$ cat src/rtl/pipe_maindec_if.sv
// Bundle between IF/ID, the main decoder and EX.
// valid/ready: a beat transfers on a rising edge where valid && ready; the sender holds its payload stable while valid && !ready.
interface pipe_maindec_if;
  logic       in_valid;
  logic       in_ready;
  logic [5:0] op;
  logic [4:0] rt;
  logic [5:0] funct;
  logic       out_valid;
  logic       out_ready;
  logic [8:0] control;
  logic       illegal;
  logic       hilo_busy;
  logic       dbg_state;

  modport master (
    output in_valid, op, rt, funct, out_ready,
    input  in_ready, out_valid, control, illegal, hilo_busy, dbg_state
  );

  modport slave (
    input  in_valid, op, rt, funct, out_ready,
    output in_ready, out_valid, control, illegal, hilo_busy, dbg_state
  );
endinterface

$ cat src/rtl/pipe_maindec.sv
// Registered ID-stage main decoder: op/funct -> 9-bit control bundle to EX,
// with issue blocked while a multi-cycle MULT/DIV occupies the HI/LO unit.
module pipe_maindec #(
  parameter int MUL_CYCLES = 4,
  parameter int DIV_CYCLES = 32,
  parameter bit EN_DIV     = 1'b1
) (
  input  logic            clk,
  input  logic            rst_n,
  input  logic            flush,
  pipe_maindec_if.slave   bus
);
  localparam int MAX_CYC = (MUL_CYCLES > DIV_CYCLES) ? MUL_CYCLES : DIV_CYCLES;
  localparam int CW      = (MAX_CYC > 1) ? $clog2(MAX_CYC) : 1;

  localparam logic [0:0] ST_IDLE = 1'b0;
  localparam logic [0:0] ST_BUSY = 1'b1;

  logic [0:0]    state_q, state_d;
  logic [CW-1:0] count_q, count_d;
  logic          out_valid_q, out_valid_d;
  logic [8:0]    control_q, control_d;
  logic          illegal_q, illegal_d;

  logic [8:0]    ctrl_dec;
  logic          ill_dec;
  logic          is_mul;
  logic          is_div;
  logic          in_ready;
  logic          accept;

  // Control bits: HiLoWr Link RegWr RegDst AluSrc Branch MemWr MemtoReg Jump
  always_comb begin
    ctrl_dec = '0;
    ill_dec  = 1'b0;
    is_mul   = 1'b0;
    is_div   = 1'b0;
    case (bus.op)
      6'b000000: begin
        case (bus.funct)
          6'h18, 6'h19: begin
            ctrl_dec = 9'b1_0_0100000;
            is_mul   = 1'b1;
          end
          6'h1A, 6'h1B: begin
            if (EN_DIV) begin
              ctrl_dec = 9'b1_0_0100000;
              is_div   = 1'b1;
            end else begin
              ill_dec = 1'b1;
            end
          end
          default: ctrl_dec = 9'b0_0_1100000;
        endcase
      end
      6'b000001: begin
        if (bus.rt == 5'd0 || bus.rt == 5'd1) ctrl_dec = 9'b0_0_0001000;
        else                                   ill_dec  = 1'b1;
      end
      6'b000010:                                  ctrl_dec = 9'b0_0_0000001;
      6'b000011:                                  ctrl_dec = 9'b0_1_1000001;
      6'b000100, 6'b000101, 6'b000110, 6'b000111: ctrl_dec = 9'b0_0_0001000;
      6'b001000, 6'b001010, 6'b001100,
      6'b001101, 6'b001110, 6'b001111:            ctrl_dec = 9'b0_0_1010000;
      6'b100011:                                  ctrl_dec = 9'b0_0_1010010;
      6'b101011:                                  ctrl_dec = 9'b0_0_0010100;
      default:                                    ill_dec  = 1'b1;
    endcase
  end

  assign in_ready = !flush && (state_q == ST_IDLE) && (!out_valid_q || bus.out_ready);
  assign accept   = bus.in_valid && in_ready;

  // Output register: load on accept, drain on handshake, otherwise hold.
  always_comb begin
    out_valid_d = out_valid_q;
    control_d   = control_q;
    illegal_d   = illegal_q;
    if (accept) begin
      out_valid_d = 1'b1;
      control_d   = ctrl_dec;
      illegal_d   = ill_dec;
    end else if (out_valid_q && bus.out_ready) begin
      out_valid_d = 1'b0;
    end
    if (flush) out_valid_d = 1'b0;
  end

  // HI/LO occupancy: count holds remaining busy cycles minus one.
  always_comb begin
    state_d = state_q;
    count_d = count_q;
    case (state_q)
      ST_IDLE: begin
        if (accept && is_mul) begin
          state_d = ST_BUSY;
          count_d = CW'(MUL_CYCLES - 1);
        end else if (accept && is_div) begin
          state_d = ST_BUSY;
          count_d = CW'(DIV_CYCLES - 1);
        end
      end
      ST_BUSY: begin
        if (count_q == '0) state_d = ST_IDLE;
        else               count_d = count_q - 1'b1;
      end
      default: begin
        state_d = ST_IDLE;
        count_d = '0;
      end
    endcase
    if (flush) begin
      state_d = ST_IDLE;
      count_d = '0;
    end
  end

  always_ff @(posedge clk or negedge rst_n) begin
    if (!rst_n) begin
      state_q     <= ST_IDLE;
      count_q     <= '0;
      out_valid_q <= 1'b0;
      control_q   <= '0;
      illegal_q   <= 1'b0;
    end else begin
      state_q     <= state_d;
      count_q     <= count_d;
      out_valid_q <= out_valid_d;
      control_q   <= control_d;
      illegal_q   <= illegal_d;
    end
  end

  assign bus.in_ready  = in_ready;
  assign bus.out_valid = out_valid_q;
  assign bus.control   = control_q;
  assign bus.illegal   = illegal_q && out_valid_q;
  assign bus.hilo_busy = (state_q == ST_BUSY);
  assign bus.dbg_state = state_q[0];
endmodule

$ cat src/flat_wrapper.sv
// flat-port wrapper written by rule: the top's interface ports become plain ports
module pipe_maindec_flat 
#(
  parameter int MUL_CYCLES = 4,
  parameter int DIV_CYCLES = 32,
  parameter bit EN_DIV     = 1'b1
)
  (clk, rst_n, flush, bus_in_valid, bus_op, bus_rt, bus_funct, bus_out_ready, bus_in_ready, bus_out_valid, bus_control, bus_illegal, bus_hilo_busy, bus_dbg_state);
  pipe_maindec_if bus_i ();
  input  logic clk;
  input  logic rst_n;
  input  logic flush;
  input wire logic [$bits(bus_i.in_valid)-1:0] bus_in_valid;
  input wire logic [$bits(bus_i.op)-1:0] bus_op;
  input wire logic [$bits(bus_i.rt)-1:0] bus_rt;
  input wire logic [$bits(bus_i.funct)-1:0] bus_funct;
  input wire logic [$bits(bus_i.out_ready)-1:0] bus_out_ready;
  output wire logic [$bits(bus_i.in_ready)-1:0] bus_in_ready;
  output wire logic [$bits(bus_i.out_valid)-1:0] bus_out_valid;
  output wire logic [$bits(bus_i.control)-1:0] bus_control;
  output wire logic [$bits(bus_i.illegal)-1:0] bus_illegal;
  output wire logic [$bits(bus_i.hilo_busy)-1:0] bus_hilo_busy;
  output wire logic [$bits(bus_i.dbg_state)-1:0] bus_dbg_state;
  assign bus_i.in_valid = bus_in_valid;
  assign bus_i.op = bus_op;
  assign bus_i.rt = bus_rt;
  assign bus_i.funct = bus_funct;
  assign bus_i.out_ready = bus_out_ready;
  assign bus_in_ready = bus_i.in_ready;
  assign bus_out_valid = bus_i.out_valid;
  assign bus_control = bus_i.control;
  assign bus_illegal = bus_i.illegal;
  assign bus_hilo_busy = bus_i.hilo_busy;
  assign bus_dbg_state = bus_i.dbg_state;
  pipe_maindec #(.MUL_CYCLES(MUL_CYCLES), .DIV_CYCLES(DIV_CYCLES), .EN_DIV(EN_DIV)) u_core (.clk(clk), .rst_n(rst_n), .flush(flush), .bus(bus_i));
endmodule
$ cat config.mk
export PLATFORM = sky130hd
export DESIGN_NAME = pipe_maindec_flat
export DESIGN_NICKNAME = d
export VERILOG_FILES = /design/src/rtl/pipe_maindec_if.sv /design/src/rtl/pipe_maindec.sv /design/src/flat_wrapper.sv
export SDC_FILE = /design/constraint.sdc
export NUM_CORES = 1
export LEC_CHECK = 0
export ABC_CLOCK_PERIOD_IN_PS = 1900
export BUFFER_PORTS_ARGS = -buffer_cell sky130_fd_sc_hd__buf_2
export CAP_MARGIN = 20
export CORE_MARGIN = 3
export CORE_UTILIZATION = 35
export DETAILED_ROUTE_END_ITERATION = 8
export PLACE_DENSITY = 0.63
export SLEW_MARGIN = 20
export SYNTH_ARGS = -nofsm -noshare
export SYNTH_HDL_FRONTEND = slang
export SYNTH_SLANG_ARGS = --single-unit
$ cat constraint.sdc
create_clock -name clk -period 1.9 [get_ports clk]
set_input_delay 0.38 -clock clk [delete_from_list [all_inputs] [get_ports clk]]
set_output_delay 0.38 -clock clk [all_outputs]
set_load 0.02 [all_outputs]
==> impl_metrics.json, run 1 <==
{
  "syn2layout_area_growth_pct": 24.4,
  "synth-seq-cells": 17,
  "worstMarginPinSlew_ps": 471,
  "max_freq_mhz": 601,
  "antenna_cells": 0,
  "yosys_warnings": 0,
  "via_per_inst": 5.45,
  "rrSetupSlack_ps": 240,
  "totalWireLength_um": 2300,
  "multi_input_area_sq_um": 464,
  "grt_pass1_wl_um": 3740,
  "rsz0062_at_grt": "no",
  "yosys-top-cells-area": "dfrtp_1, nor2_1, nand2_1",
  "crit_path_end_kind": "flop",
  "layout-drive-gt1-share": 0.321,
  "critical_path_arrival_ps": 1850,
  "ctsLongestPathBuffers": 2,
  "hp-class": "in2async",
  "synth_top_area_cell": "dfrtp_1",
  "power.density_nw_per_um2": 588,
  "die_y_um": 57.6,
  "ios": 36,
  "fin_crit_sh": 0.875,
  "failed_checks": "hold timing",
  "antenna_found_initial": 0,
  "dieWidth_um": 57.6,
  "place_congestion": 0.823,
  "max_slew_margin": 0.683,
  "rows": 18,
  "netlist_area_sq_um": 932,
  "ctsRootBufferMaster": "clkbuf_4",
  "yosysSeqAreaShare": 0.456,
  "insertion_delay_ps": 290,
  "layout_commonest_cell": "buf_2",
  "final.setup.tns_ps": 0,
  "io_buffers": 33,
  "status": "finished with violations",
  "slew_violations": 0,
  "ctsHoldBuffers": 0,
  "hold_viol": 6,
  "hold_ws_ps": -2.00,
  "track_usage": 0.150,
  "nets": 158,
  "cp-start-kind": "flop",
  "worstPathMaxFanout": 4,
  "criticalPathCategory": "reg2reg",
  "vdd_drop_max_uv": 280,
  "worstPathRequired_ps": 2090,
  "grt_start_max_net_pins": 18,
  "yosysUniqueCellTypes": 38,
  "initial_core_util": 0.373,
  "fp.coreArea_sq_um": 2500,
  "drt_iter0_drc": 56,
  "skew_ps": 9.95,
  "synth_top_area_share": 0.456,
  "fin_crit_ps": 1660,
  "hpwl_um": 1730,
  "vias": 894,
  "htree_levels": 1,
  "numCtsBuffers": 3,
  "dieArea_sq_um": 3320,
  "cts.clk_slew.worst_paths_ps": 100,
  "syn_inst": 99,
  "grt_overflow": 0,
  "drcViolationCount": 0,
  "p_leak_nw": 0.590,
  "drt-pass1-iter-count": 4,
  "finalSetupViolCount": 0,
  "power_w": 0.000682,
  "maxCapViolations": 0,
  "final_cell_mix": "buf_2, dfrtp_1, nor2_1, nand2_1, inv_1",
  "syn_avg_cell_area_sq_um": 9.42,
  "route.detailed.wl_per_inst_um": 14.0,
  "seqCellArea_sq_um": 425,
  "ant_nets": 0,
  "synthesis.nets": 122,
  "clkSinkCount": 17,
  "fillers": 254,
  "grt_pass1_vias": 822,
  "cts_tree": "yes"
}
[cell usage after synthesis, drive strengths merged]
master and n:
buf 3, xnor2 1, ha 1, nor3 2, nor4 3, a211oi 3, o31ai 1, and2 2
o21a 1, clkbuf 2, o22ai 1, or2b 1, o31a 1, or2 2, nand2 11, a21o 3
and2b 1, a31oi 2, inv 5, nor4bb 1, a21oi 1, dfrtp 17, o21bai 1, a22o 4
nand3 3, nand4 2, nand2b 2, a221oi 1, mux2i 2, o41ai 1, a311oi 2, nor2 11
o21ai 5
[worst paths after layout]
path                                             from                     to  cells past startpoint
worst max-delay path                u_core.count_q[0]      u_core.count_q[1]                      6
worst min-delay path                            rst_n      u_core.count_q[4]                      1
worst max register to register      u_core.count_q[0]      u_core.count_q[1]                      6
worst min register to register  u_core.bus.control[5]  u_core.bus.control[5]                      2
max in group asynchronous                       rst_n  u_core.bus.control[6]                      1
min in group clk                                flush   u_core.bus.dbg_state                      2
[power by group]
part	leakage (nW)	internal, W	switching [W]	total [W]
logic	0.341	0.0000427	0.0000672	0.000110
registers	0.233	0.000372	0.00000635	0.000378
clock network	0.0150	0.0000816	0.000112	0.000194
[registers in the layout, summed over array words and instances (netlist names)]
| signal | cells |
|---|---|
| u_core.bus.control | 9 |
| u_core.count_q | 5 |
| u_core.bus.dbg_state | 1 |
| u_core.bus.out_valid | 1 |
| u_core.illegal_q | 1 |
[critical path, stage by stage, from the launching register on]
cell      delay (ps)
dfrtp_1          390
inv_1             90
ha_1             210
inv_1             70
o41ai_2          340
o21ai_1          190
a311oi_1         290
[metal layers]
layer / wire [um] / part of all wire / GRT usage / vias up
li1: - / - / - / 429
met1: 976 / 0.43 / 0.196 / 422
met2: 1070 / 0.47 / 0.226 / 39
met3: 210 / 0.092 / 0.0407 / 4
met4: 36 / 0.016 / 0.0795 / 0
met5: 0 / 0 / 0 / -
[timing repair]
action | in CTS | in global routing
setup endpoints to repair | 0 | 2
buffers inserted | 0 | 0
gates resized for setup | 0 | 1
[area by class of cell]
class | count | area share
multi-input combinational | 72 | 0.400
sequential | 17 | 0.367
timing repair buffer | 36 | 0.162
tap | 30 | 0.0324
clock buffer | 4 | 0.0227
inverter | 5 | 0.0162
[cells by family (layout without fill, tap and decap cells)]
kind of cell    count (synthesis)  count (layout)  synth area share
compound gates                 27              27             0.209
mux                             2               2            0.0215
buf+inv                        10              45            0.0537
fa+ha+maj                       1               1            0.0134
flops                          17              17             0.456
simple gates                   41              41             0.236
xor+xnor                        1               1           0.00940
[stage by stage]
stage | setup slack [ps] | util | std cells | cell area, sq um
4_1_cts | 149 | 0.461 | 164 | 1150
5_1_grt | 14.2 | 0.464 | 164 | 1160
3_5_place_dp | 54.0 | 0.450 | 160 | 1130
3_3_place_gp | 89.4 | 0.450 | 160 | 1130
6_report | 237 | 0.464 | 164 | 1160
2_1_floorplan | 261 | - | 99 | 932
Power figures use the tool's default switching activity.
==> run 2, diff against run 1 <==
- CORE_MARGIN: 3 -> unset
==> impl_metrics.json, run 2 (same netlist as run 1, synthesis figures left out) <==
{
  "status": "finished with violations",
  "failed_checks": "hold timing",
  "antenna_found_initial": 0,
  "grt_use_met3": 0.0254,
  "path_cells": "inv_1 > ha_1 > inv_1 > o41ai_2 > o21ai_1 > a311oi_1",
  "skew_ps": 8.96,
  "met1_usage": 0.228,
  "vdd_drop_max_uv": 355,
  "route.detailed.wl_per_inst_um": 13.1,
  "track_usage": 0.174,
  "p_leak_nw": 0.585,
  "drt_iter0_drc": 13,
  "power.density_nw_per_um2": 588,
  "layout_commonest_cell": "buf_2",
  "grt_overflow": 0,
  "syn2layout_area_growth_pct": 23.6,
  "ctsRootBufferMaster": "clkbuf_4",
  "totalWireLength_um": 2140,
  "busiest_layer": "met2",
  "dpl_cell_area_sq_um": 1120,
  "hold_viol": 9,
  "ctsLongestPathBuffers": 2,
  "ios": 36,
  "grt_start_max_net_pins": 18,
  "final.setup.tns_ps": 0,
  "dieWidth_um": 53.6,
  "cts.clk_slew.worst_paths_ps": 100,
  "initial_core_util": 0.373,
  "max_freq_mhz": 594,
  "drcViolationCount": 0,
  "grt_pass1_vias": 811,
  "cts_resized": 0,
  "met2_usage": 0.288,
  "crit_family": "compound AO/OA/AOI/OAI gates",
  "criticalPathCategory": "reg2reg",
  "cts_tree": "yes",
  "worstPathMaxFanout": 4,
  "max_slew_margin": 0.682,
  "htree_levels": 1,
  "maxCapViolations": 0,
  "io_buffers": 33,
  "place_congestion": 0.731,
  "nets": 157,
  "cts_setup_buffers": 0,
  "fp.coreArea_sq_um": 2500,
  "fin_crit_sh": 0.886,
  "hold_ws_ps": -5.71,
  "vias": 880,
  "max_stage_delay_ps": 380,
  "hp-class": "in2async",
  "clkSinkCount": 17,
  "dieArea_sq_um": 2870,
  "die_y_um": 53.6,
  "drt-pass1-iter-count": 4,
  "worstMarginPinSlew_ps": 473,
  "numCtsBuffers": 3,
  "worstPathRequired_ps": 2090,
  "crit_path_end_kind": "flop",
  "ctsHoldBuffers": 0,
  "slew_violations": 0,
  "insertion_delay_ps": 290,
  "critical_path_arrival_ps": 1870,
  "fin_area_sq_um": 1150,
  "grt_pass1_wl_um": 3550,
  "fin_crit_ps": 1680,
  "cp_num_buf_inv": 2,
  "rsz0062_at_grt": "no",
  "layout-drive-gt1-share": 0.316,
  "slowest_stage": "dfrtp_1",
  "cp-start-kind": "flop",
  "rows": 18,
  "cp_common_cell": "inv_1",
  "antenna_cells": 0,
  "finalSetupViolCount": 0,
  "largest_reg_flops": 9,
  "ant_nets": 0,
  "via_per_inst": 5.40,
  "final_cell_mix": "buf_2, dfrtp_1, nor2_1, nand2_1, inv_1",
  "hpwl_um": 1640
}
run 2: cell types whose count changed in the layout (fill, tap and decap cells not counted):
cell	delta
buf_4	-1
run 2: layout make-up:
type | count | area, sq um
inverters | 5 | 18.8
multi-input cells | 72 | 464
repair buffers | 35 | 180
well taps | 30 | 37.5
fillers | 250 | 1350
flip-flops and latches | 17 | 425
clock buffers | 4 | 26.3
run 2: worst paths after layout:
kind	start	end	slack, ps	cells after the start
setup / recovery	u_core.count_q[0]	u_core.count_q[1]	220	6
hold / removal	rst_n	u_core.count_q[4]	-6	1
setup reg to reg	u_core.count_q[0]	u_core.count_q[1]	220	6
hold reg to reg	u_core.bus.control[4]	u_core.bus.control[4]	480	1
max in group asynchronous	rst_n	u_core.bus.control[2]	1620	1
min in group clk	flush	u_core.count_q[4]	340	2
run 2: stage by stage:
stage               setup WS [ps]  cells  total power (W)  utilization  hold slack (ps)
finish                        217    163         0.000678        0.461            -5.71
global route                 38.3    163         0.000712        0.461             23.9
CTS                          71.3    163         0.000682        0.458             13.8
detailed placement           60.9    159         0.000493        0.447              332
global placement             95.9    159         0.000489        0.447              323
floorplan                     261     99         0.000437            -             84.4
run 2: metal layers:
metal / share of wire / wire (um) / vias to the layer above
met5: 0 / 0 / -
met4: 0.015 / 32 / 0
met3: 0.057 / 121 / 5
met2: 0.46 / 973 / 34
met1: 0.47 / 1010 / 416
li1: - / - / 425
run 2: report_power, final:
part	total [W]	switching [W]	internal, W
logic	0.000108	0.0000668	0.0000414
registers	0.000377	0.00000530	0.000372
clock network	0.000193	0.000111	0.0000816
run 2: worst reg2reg max path: stages (launching register included):
cell and delay (ps):
dfrtp_1 380, inv_1 90, ha_1 210, inv_1 60, o41ai_2 340, o21ai_1 200, a311oi_1 300
==> run 3, diff against run 2 <==
- RECOVER_POWER: unset -> 100
==> impl_metrics.json, run 3 (same netlist as run 1, synthesis figures left out) <==
{
  "worstPathRequired_ps": 1520,
  "slew_violations": 0,
  "rsz0062_at_grt": "no",
  "hp-class": "in2async",
  "clkSinkCount": 17,
  "ant_nets": 0,
  "fillers": 252,
  "cts.clk_slew.worst_paths_ps": 100,
  "grt_start_max_net_pins": 18,
  "final.setup.tns_ps": 0,
  "route.detailed.wl_per_inst_um": 13.0,
  "critical_path_arrival_ps": 1320,
  "largest_reg_flops": 9,
  "hold_viol": 0,
  "via_per_inst": 5.38,
  "setup_slack_ps": 197,
  "ios": 36,
  "cp-start-kind": "flop",
  "antenna_cells": 0,
  "criticalPathCategory": "reg2out",
  "met1_length_um": 1000,
  "dr_wl_met2_um": 992,
  "post-place-cells": 159,
  "max_slew_margin": 0.383,
  "ctsRootBufferMaster": "clkbuf_4",
  "grt_overflow": 0,
  "dieArea_sq_um": 2870,
  "place_congestion": 0.731,
  "wl_met3_um": 119,
  "layout-drive-gt1-share": 0.211,
  "drcViolationCount": 0,
  "finalNonFillerCells": 163,
  "numCtsBuffers": 3,
  "fin_crit_ps": 1700,
  "max_freq_mhz": 587,
  "topRoutingLayerUsed": "met4",
  "skew_ps": 7.36,
  "power.density_nw_per_um2": 595,
  "worstPathMaxFanout": 8,
  "worstMarginPinSlew_ps": 926,
  "rows": 18,
  "finalSetupViolCount": 0,
  "track_usage": 0.174,
  "vdd_drop_max_uv": 355,
  "htree_levels": 1,
  "layout_commonest_cell": "buf_2",
  "vias": 877,
  "maxCapViolations": 0,
  "dieWidth_um": 53.6,
  "drt-pass1-iter-count": 4,
  "syn2layout_area_growth_pct": 21.5,
  "hpwl_um": 1640,
  "grt_pass1_vias": 811,
  "antenna_found_initial": 0,
  "post-route-util": 0.453,
  "pre_cts_slack_ps": 60.9,
  "drt_iter0_drc": 20,
  "insertion_delay_ps": 290,
  "nets": 157,
  "cts_tree": "yes",
  "die_y_um": 53.6,
  "fin_crit_sh": 0.896,
  "final_cell_mix": "buf_2, dfrtp_1, clkbuf_1, nor2_1, nand2_1",
  "grt_pass1_wl_um": 3550,
  "fp.coreArea_sq_um": 2500,
  "power_w": 0.000673,
  "ctsLongestPathBuffers": 2,
  "initial_core_util": 0.373,
  "p_leak_nw": 0.526,
  "totalWireLength_um": 2130,
  "io_buffers": 33,
  "status": "completed",
  "crit_path_end_kind": "output port"
}
run 3: changes by cell type in the layout (fill, tap and decap cells not counted), sizes merged:
cell    delta
clkbuf    +16
buf       -16
run 3: repair_timing:
| item | CTS | global route |
|---|---|---|
| endpoints found under the setup margin | 0 | 3 |
| hold buffers | 0 | 0 |
| gates resized for setup | 0 | 1 |
| buffers inserted | 0 | 0 |
run 3: report_power, final:
| part | switching, W | internal, W | leakage [nW] | total, W |
|---|---|---|---|---|
| clock network | 0.000110 | 0.0000815 | 0.0150 | 0.000192 |
| registers | 0.00000547 | 0.000372 | 0.233 | 0.000377 |
| logic | 0.0000667 | 0.0000377 | 0.277 | 0.000104 |
| total | 0.000182 | 0.000491 | 0.526 | 0.000673 |
run 3: path summary, 6_finish.rpt:
kind | from | endpoint | slack, ps | cells past startpoint
min in group clk | flush | u_core.count_q[4] | 340 | 2
min | rst_n | u_core.count_q[4] | 190 | 1
max in group asynchronous | rst_n | u_core.bus.control[2] | 1140 | 1
min reg2reg | u_core.bus.control[5] | u_core.bus.control[5] | 490 | 2
max | u_core.bus.dbg_state | bus_in_ready | 200 | 3
max reg2reg | u_core.count_q[0] | u_core.count_q[1] | 220 | 6
run 3: stage by stage:
stage               area, sq um  hold slack, ps
floorplan                   932            84.4
detailed placement         1120             332
finish                     1130             193
CTS                        1140            13.8
global placement           1120             323
global route               1130             284
run 3: critical path: stages (launching register included):
cell,delay [ps]
dfrtp_1,490
nor2_1,160
and2_0,190
clkbuf_2,190
run 3: area by class of cell:
type	count	area, sq um	share of cell area
repair buffers	35	160	0.141
flip-flops and latches	17	425	0.376
inverters	5	18.8	0.0166
multi-input cells	72	464	0.410
well taps	30	37.5	0.0331
clock buffers	4	26.3	0.0232
run 3: routing by layer:
layer | vias to the layer above | track usage
met5 | - | 0
met4 | 0 | 0.0658
met3 | 2 | 0.0254
met2 | 27 | 0.288
met1 | 421 | 0.228
li1 | 427 | -
